## config.mk

```make
export PLATFORM = sky130hd
export DESIGN_NAME = seg_scan
export DESIGN_NICKNAME = d
export VERILOG_FILES = /design/src/rtl/seg_pkg.sv /design/src/rtl/hex_to_7seg.sv /design/src/rtl/seg_scan.sv
export SDC_FILE = /design/constraint.sdc
export NUM_CORES = 1
export LEC_CHECK = 0
export CORE_ASPECT_RATIO = 0.8
export CORE_MARGIN = 1.5
export CORE_UTILIZATION = 60
export DETAILED_ROUTE_END_ITERATION = 10
export GPL_TIMING_DRIVEN = 0
export PLACE_DENSITY_LB_ADDON = 0.05
export SLEW_MARGIN = 40
export SYNTH_ARGS = -nofsm -noshare
export SYNTH_HDL_FRONTEND = slang
export SYNTH_SLANG_ARGS = --single-unit
```

## constraint.sdc

```tcl
create_clock -name clk -period 4.6 [get_ports clk]
set_input_delay 0.92 -clock clk [delete_from_list [all_inputs] [get_ports clk]]
set_output_delay 0.92 -clock clk [all_outputs]
set_load 0.02 [all_outputs]
```

## src/rtl/seg_pkg.sv

```systemverilog
// Shared constants and types for the multiplexed seven-segment scanner.
// The segment table is active-low {g,f,e,d,c,b,a}, indexed by the hex nibble.
package seg_pkg;

  localparam int NUM_DIGITS          = 8;
  localparam int IDX_W               = $clog2(NUM_DIGITS);
  localparam int REFRESH_DIV_DEFAULT = 100000;
  localparam logic [7:0] SEG_BLANK   = 8'hFF;

  // Entry 15 first so that HEX_SEG[n] selects the pattern for nibble n.
  localparam logic [15:0][6:0] HEX_SEG = {
    7'h0E, 7'h06, 7'h21, 7'h46, 7'h03, 7'h08, 7'h10, 7'h00,
    7'h78, 7'h02, 7'h12, 7'h19, 7'h30, 7'h24, 7'h79, 7'h40
  };

  typedef struct packed {
    logic [31:0]           value;
    logic [NUM_DIGITS-1:0] dp;
    logic [NUM_DIGITS-1:0] en;
  } disp_cfg_t;

endpackage

```

## src/rtl/hex_to_7seg.sv

```systemverilog
// Combinational hex nibble to active-low seven-segment decoder.
module hex_to_7seg
  import seg_pkg::*;
(
  input  logic [3:0] nibble,
  output logic [6:0] seg
);

  always_comb begin
    seg = HEX_SEG[nibble];
  end

endmodule

```

## src/rtl/seg_scan.sv

```systemverilog
// Eight-digit time-multiplexed seven-segment scanner with double-buffered
// display contents that only change at a frame boundary.
module seg_scan
  import seg_pkg::*;
#(
  parameter int REFRESH_DIV = REFRESH_DIV_DEFAULT
) (
  input  logic        clk,
  input  logic        rst,
  input  logic [31:0] value,
  input  logic [7:0]  dp_in,
  input  logic [7:0]  en_mask,
  input  logic        load,
  output logic [7:0]  Anode,
  output logic [7:0]  Cathode,
  output logic        frame_done
);

  localparam int CNT_W = (REFRESH_DIV > 1) ? $clog2(REFRESH_DIV) : 1;

  logic [CNT_W-1:0] cnt_q, cnt_d;
  logic [IDX_W-1:0] idx_q, idx_d;
  disp_cfg_t        pend_q, pend_d, act_q, act_d, load_cfg;
  logic [7:0]       anode_q, anode_d, cathode_q, cathode_d;
  logic             frame_done_q, frame_done_d;
  logic             tick, wrap;
  logic [6:0]       seg;

  hex_to_7seg u_hex (
    .nibble (act_q.value[{idx_q, 2'b00} +: 4]),
    .seg    (seg)
  );

  // NOTE: every always_comb output gets a default first, so no path can infer a latch.
  always_comb begin
    tick         = (cnt_q == CNT_W'(REFRESH_DIV - 1));
    wrap         = tick && (idx_q == IDX_W'(NUM_DIGITS - 1));
    cnt_d        = tick ? '0 : cnt_q + 1'b1;
    idx_d        = tick ? idx_q + 1'b1 : idx_q;
    frame_done_d = wrap;

    load_cfg = '{value: value, dp: dp_in, en: en_mask};
    pend_d   = load ? load_cfg : pend_q;
    // A load landing on the wrap cycle bypasses pending and goes live at once.
    act_d    = wrap ? (load ? load_cfg : pend_q) : act_q;

    anode_d   = SEG_BLANK;
    cathode_d = SEG_BLANK;
    if (act_q.en[idx_q]) begin
      anode_d   = ~(8'h01 << idx_q);
      cathode_d = {~act_q.dp[idx_q], seg};
    end
  end

  // NOTE: sequential state uses non-blocking assignments so all flops update together.
  always_ff @(posedge clk) begin
    if (rst) begin
      cnt_q        <= '0;
      idx_q        <= '0;
      pend_q       <= '0;
      act_q        <= '0;
      anode_q      <= SEG_BLANK;
      cathode_q    <= SEG_BLANK;
      frame_done_q <= 1'b0;
    end else begin
      cnt_q        <= cnt_d;
      idx_q        <= idx_d;
      pend_q       <= pend_d;
      act_q        <= act_d;
      anode_q      <= anode_d;
      cathode_q    <= cathode_d;
      frame_done_q <= frame_done_d;
    end
  end

  assign Anode      = anode_q;
  assign Cathode    = cathode_q;
  assign frame_done = frame_done_q;

endmodule

```

# After elaboration in Yosys (flattened, before gate mapping)
# Memory sizes are Yosys's and may differ from the RTL's. A register that Yosys moved wholly into a read port is not among the register bits.
# Index checks and enable logic that the tools add are counted.
[classes]
addsub = 2
n_lt_le_gt_ge = 2
n_eq_ne = 2
shift = 2
mux = 6
bitwise = 3
reduce_logical = 3
[ops]
columns = ["operator", "count"]
rows = [
  ["48-bit 2-to-1 mux", 1],
  ["32-bit by 6-bit indexed part select with 4-bit output", 1],
  ["17-bit by 1-bit adder with 17-bit output (second input constant)", 1],
  ["17-bit == test (second input constant)", 1],
  ["8-bit NOT", 1],
  ["1-bit by 3-bit << shifter with 8-bit output (first input constant)", 1],
  ["7-bit 2-to-1 mux", 1],
  ["1-bit binary-select mux with 3-bit select", 2],
  ["4-bit by 5-bit less-than comparator with 1-bit output (second input constant)", 1],
  ["3-bit by 4-bit less-than comparator with 1-bit output (second input constant)", 1],
  ["2-bit OR reduction", 2],
  ["3-bit by 1-bit adder with 3-bit output (second input constant)", 1],
  ["3-bit == test (second input constant)", 1],
  ["1-bit 2-to-1 mux", 2],
  ["1-bit NOT", 2],
  ["1-bit logical AND", 1],
]
[totals]
ff_bits = 133
romBits = 112
output_inout_bits = 17
n_memories = 1
[mem_list]
columns = ["name", "words", "width", "read_ports", "rd_ports_with_merged_regs", "write_ports", "line", "text"]
rows = [
  ["(no name shown)", 16, 7, 1, 1, 0, "hex_to_7seg.sv:10", "seg = HEX_SEG[nibble];"],
]

# Depth between registers and ports, before layout
[logic_depth]
ltp_word = 4
mapped_depth = 11

# By module
# A second synthesis with hierarchy kept.
[hier_totals]
hier_cells = 588
hier_area_um2 = 5579.1
[modules_own_cells]
columns = ["module", "n_inst", "cells_per_inst", "area_each_um2"]
rows = [
  ["seg_scan", 1, 553, 5307.6],
  ["hex_to_7seg", 1, 35, 271.5],
]

# Worst setup path before layout
# No wires, ideal clock.
[synth_timing]
path_type = "register -> register"
from = "reg idx_q[0]"
to = "reg cathode_q[4] (netlist: Cathode[4])"
setup_ns = 0.166
arrival_ns = 2.299
required_time_ns = 4.434
path_slack_ns = 2.135
path_stages_with_launch = 10
n_path_buf = 2
synth_period_minus_slack_ns = 2.465
path_cell_list = "dfxtp_1 > buf_4 > buf_4 > mux4_2 > mux2i_1 > inv_1 > ha_1 > mux2_2 > nand2_1 > o311ai_0"
[synth_via]
elab_chain_len = 4
elab_cells_between_ends = 5
[synth_rtl]
columns = ["element", "line", "text"]
rows = [
  ["start, declared", "seg_scan.sv:22", "logic [IDX_W-1:0] idx_q, idx_d;"],
  ["start signal, assigned", "seg_scan.sv:67", "idx_q <= idx_d;"],
  ["parallel branches: the longest is 4 deep, another holds 32-bit by 6-bit indexed part select with 4-bit output", "-", ""],
  ["end, declared", "seg_scan.sv:24", "logic [7:0] anode_q, anode_d, cathode_q, cathode_d;"],
]
# Parallel ways; which one is timed is not known. The select of a mux whose other input is x is not followed.
# A chain may end at the register's enable or synchronous reset.

# Worst setup path after layout
[layout_timing]
from = "reg idx_q[1]"
to = "reg cathode_q[4] (netlist: Cathode[4])"
# The elaborated chain is that of the path after synthesis.

==> flow_summary_export.csv <==
group,metric,value,unit
outcome,status,"finished, final reports clean",
worst_hold_path,min_delay_worst_endpoint,"cnt_q[0]$_SDFF_PP0_",
setup_path,r2r_cells,8,
synth,synth_edf_count,0,
floorplan,die_w,112,um
detailed_routing,wl_met1,5.46,mm
synth,synthFlopType,"dfxtp_1",
sta,setup_ws,1.47,ns
worst_hold_path,min_path_cells,1,
synth,synth_area_leader_cell,"dfxtp_1",
floorplan,fp.dieH,89.8,um
sta,drv_slew,0,
clock_network,ctsHtreeMaxLevel,4,
synth,synthTopCellsByArea,"dfxtp_1 (47%), mux2i_1 (14%), nor2b_1 (5.4%)",
layout,drive_gt1_frac,0.115,
run,maxCapViolations,0,
global_route,grt_pass1_vias,4212,
setup_path,r2r_end,"Cathode[4]$_SDFF_PP1_",
layout,nFillCells,624,
detailed_routing,num_vias,4118,
sta,period_share,0.680,
layout,diodes,0,
layout,finalInstanceArea,0.00705,mm^2
clock_network,clock-sinks,133,
placed_design,routabilityCongestion,0.887,
power_and_ir_drop,irDropWorstVdd,0.327,mV
sta,holdWs,0.445,ns
global_route,grt_pass1_wl,19.7,mm
synth,async_flop_share,0,
worst_hold_path,hold_class,"reg2reg",
detailed_routing,drt_iter0_drc,197,
floorplan,dieArea,0.0100,mm^2
placed_design,port_buffers,66,
detailed_routing,top_layer_used,"met4",
detailed_routing,dr.pass1.iters,6,
clock_network,cts_root_buf,"clkbuf_16",
sta,final.setup_skew,0.00761,ns
worst_hold_path,min-delay-start,"cnt_q[0]$_SDFF_PP0_",
clock_network,cts-resized-gates,0,
layout,multi_input_area,0.00266,mm^2
global_route,grt_overflow,0,
layout,layout-area-overhead-vs-synth,24.8,%
floorplan,initial_core_util,0.620,
setup_path,cp-start-kind,"flop",
global_route,antenna_found_initial,0,
global_route,grt_max_degree,17,
power_and_ir_drop,p_per_area,377,mW/mm^2
synth,seq_area_frac_synth,0.471,
synth,synth_common_cells,"dfxtp_1 (133), mux2i_1 (77), nor2_1 (65)",
floorplan,pin_count,68,
sta,worst_slew_pin_slew,0.739,ns
detailed_routing,wl_met3,553,um
layout,nNetsFinal,722,
clock_network,cts_tree,"yes",
clock_network,clk_pin_slew,0.05,ns
clock_network,clk_path_buf_depth,2,
setup_path,crit_type,"reg2reg",
placed_design,place_ws,1.53,ns
setup_path,cp.arrival,3.35,ns
setup_path,rrSetupSlack,1.47,ns
synth,synth_seq_cells,133,
placed_design,placed_area,0.00646,mm^2
synth,post-synth-top-count-cell,"dfxtp_1",
synth,ys_types,44,
sta,final_hold_viol_count,0,
sta,setup_viol,0,
sta,max_freq,0.320,GHz
detailed_routing,antenna_left,0,
detailed_routing,wl,11.8,mm
floorplan,rows,31,
sta,post-route-min-period,3.13,ns
synth,ys_warn_count,0,
clock_network,cts_buffers,17,
placed_design,dp_hpwl,8.40,mm
global_route,grt_usage,0.249,
power_and_ir_drop,p_leak,0.00268,uW
clock_network,postCtsHoldBufs,0,
layout,regArea,0.00266,mm^2
detailed_routing,via_per_inst,5.25,
detailed_routing,wl_per_cell,15.0,um
synth,syn-cell-area,0.00565,mm^2
setup_path,cp_max_fo,10,
synth,netlist_instances,573,
power_and_ir_drop,power.total,2660,uW
synth,syn-mean-instance-area,9.87,um^2
detailed_routing,drc,0,
setup_path,r2r-start,"idx_q[1]$_SDFFE_PP0N_",
setup_path,endpoint_kind,"flop",
floorplan,core_area,0.00911,mm^2
sta,rsz0062_at_grt,"false",
setup_path,cp.required,4.82,ns
sta,slew_headroom,0.507,
clock_network,clk_latency,0.42,ns
clock_network,cts_setup_buffers,0,
synth,syn-num-nets,637,
synth,synth_top_area_frac,0.471,
detailed_routing,met2_length,5.62,mm
sta,fin_tns_setup,0,ns
## state kept, by name, summed over array words and instances (netlist names)
register    flops
Anode           8
Cathode         8
act_q          48
cnt_q          17
frame_done      1
idx_q           3
pend_q         48
## final cells by class
cell class | count | share of cell area
Buffer | 32 | 0.0238
Inverter | 44 | 0.0234
Sequential cell | 133 | 0.377
Clock buffer | 23 | 0.0706
Tap cell | 115 | 0.0204
Multi-Input combinational cell | 364 | 0.377
Timing Repair Buffer | 66 | 0.0937
Clock inverter | 8 | 0.0138
## worst max path at each step
stage	start	to	slack (ns)	depth (start not counted)
6_report	idx_q[1]$_SDFFE_PP0N_	Cathode[4]$_SDFF_PP1_	1.47	8
4_1_cts	idx_q[1]$_SDFFE_PP0N_	Cathode[4]$_SDFF_PP1_	1.50	8
5_1_grt	idx_q[1]$_SDFFE_PP0N_	Cathode[4]$_SDFF_PP1_	1.31	8
2_1_floorplan	idx_q[0]$_SDFFE_PP0N_	Cathode[4]$_SDFF_PP1_	2.13	9
3_3_place_gp	idx_q[1]$_SDFFE_PP0N_	Cathode[4]$_SDFF_PP1_	1.65	8
3_5_place_dp	idx_q[1]$_SDFFE_PP0N_	Cathode[4]$_SDFF_PP1_	1.53	8
## stage by stage
step                      instances   util
after floorplan                 573      -
after global placement          754  0.709
after detailed placement        754  0.709
after CTS                       785  0.774
after global routing            785  0.774
final                           785  0.774
## layout by cell type (no fill, tap or decap), drive strengths merged, types with 3 or more instances in the layout
master and n:
clkinvlp 3, and2 5, mux2 17, o221ai 3, o21ai 5, nor2b 49
xor2 4, clkdlybuf4s50 66, or2 3, clkinv 3, nor3 7, buf 14
nand3 6, nand4 5, inv 44, dfxtp 133, clkbuf 41, xnor2 11
ha 13, nor2 65, mux2i 77, mux4 10, nand2 47, a21oi 18
## where the power goes
group / internal [uW] / switching, uW / total (uW) / leakage (uW)
Sequential: 1180 / 7.75 / 1190 / 0.00108
Clock: 863 / 473 / 1340 / 0.000287
Combinational: 73.0 / 61.0 / 134 / 0.00131
Total: 2120 / 542 / 2660 / 0.00268
## critical path, cell delays in order, from the launching register on
cell and delay (ns):
dfxtp_1 0.52, clkbuf_1 0.59, mux4_2 0.44, mux2i_1 0.37, inv_1 0.20, ha_1 0.29
mux2_2 0.29, nand2_1 0.06, o311ai_0 0.15
## per-layer routing
| metal | track usage | vias up |
|---|---|---|
| met5 | 0 | - |
| met4 | 0.0844 | 0 |
| met3 | 0.0735 | 14 |
| met2 | 0.408 | 92 |
| met1 | 0.316 | 1957 |
| li1 | - | 2055 |
## kinds of logic after synthesis
group / after synthesis / synth area share
AO/OA/AOI/OAI: 33 / 0.0350
XOR/XNOR: 15 / 0.0232
adder cells (fa/ha/maj): 13 / 0.0288
buffers and inverters: 76 / 0.0589
flip-flops: 133 / 0.471
multiplexers: 104 / 0.210
AND/OR/NAND/NOR: 199 / 0.173
Power figures use the tool's default switching activity.
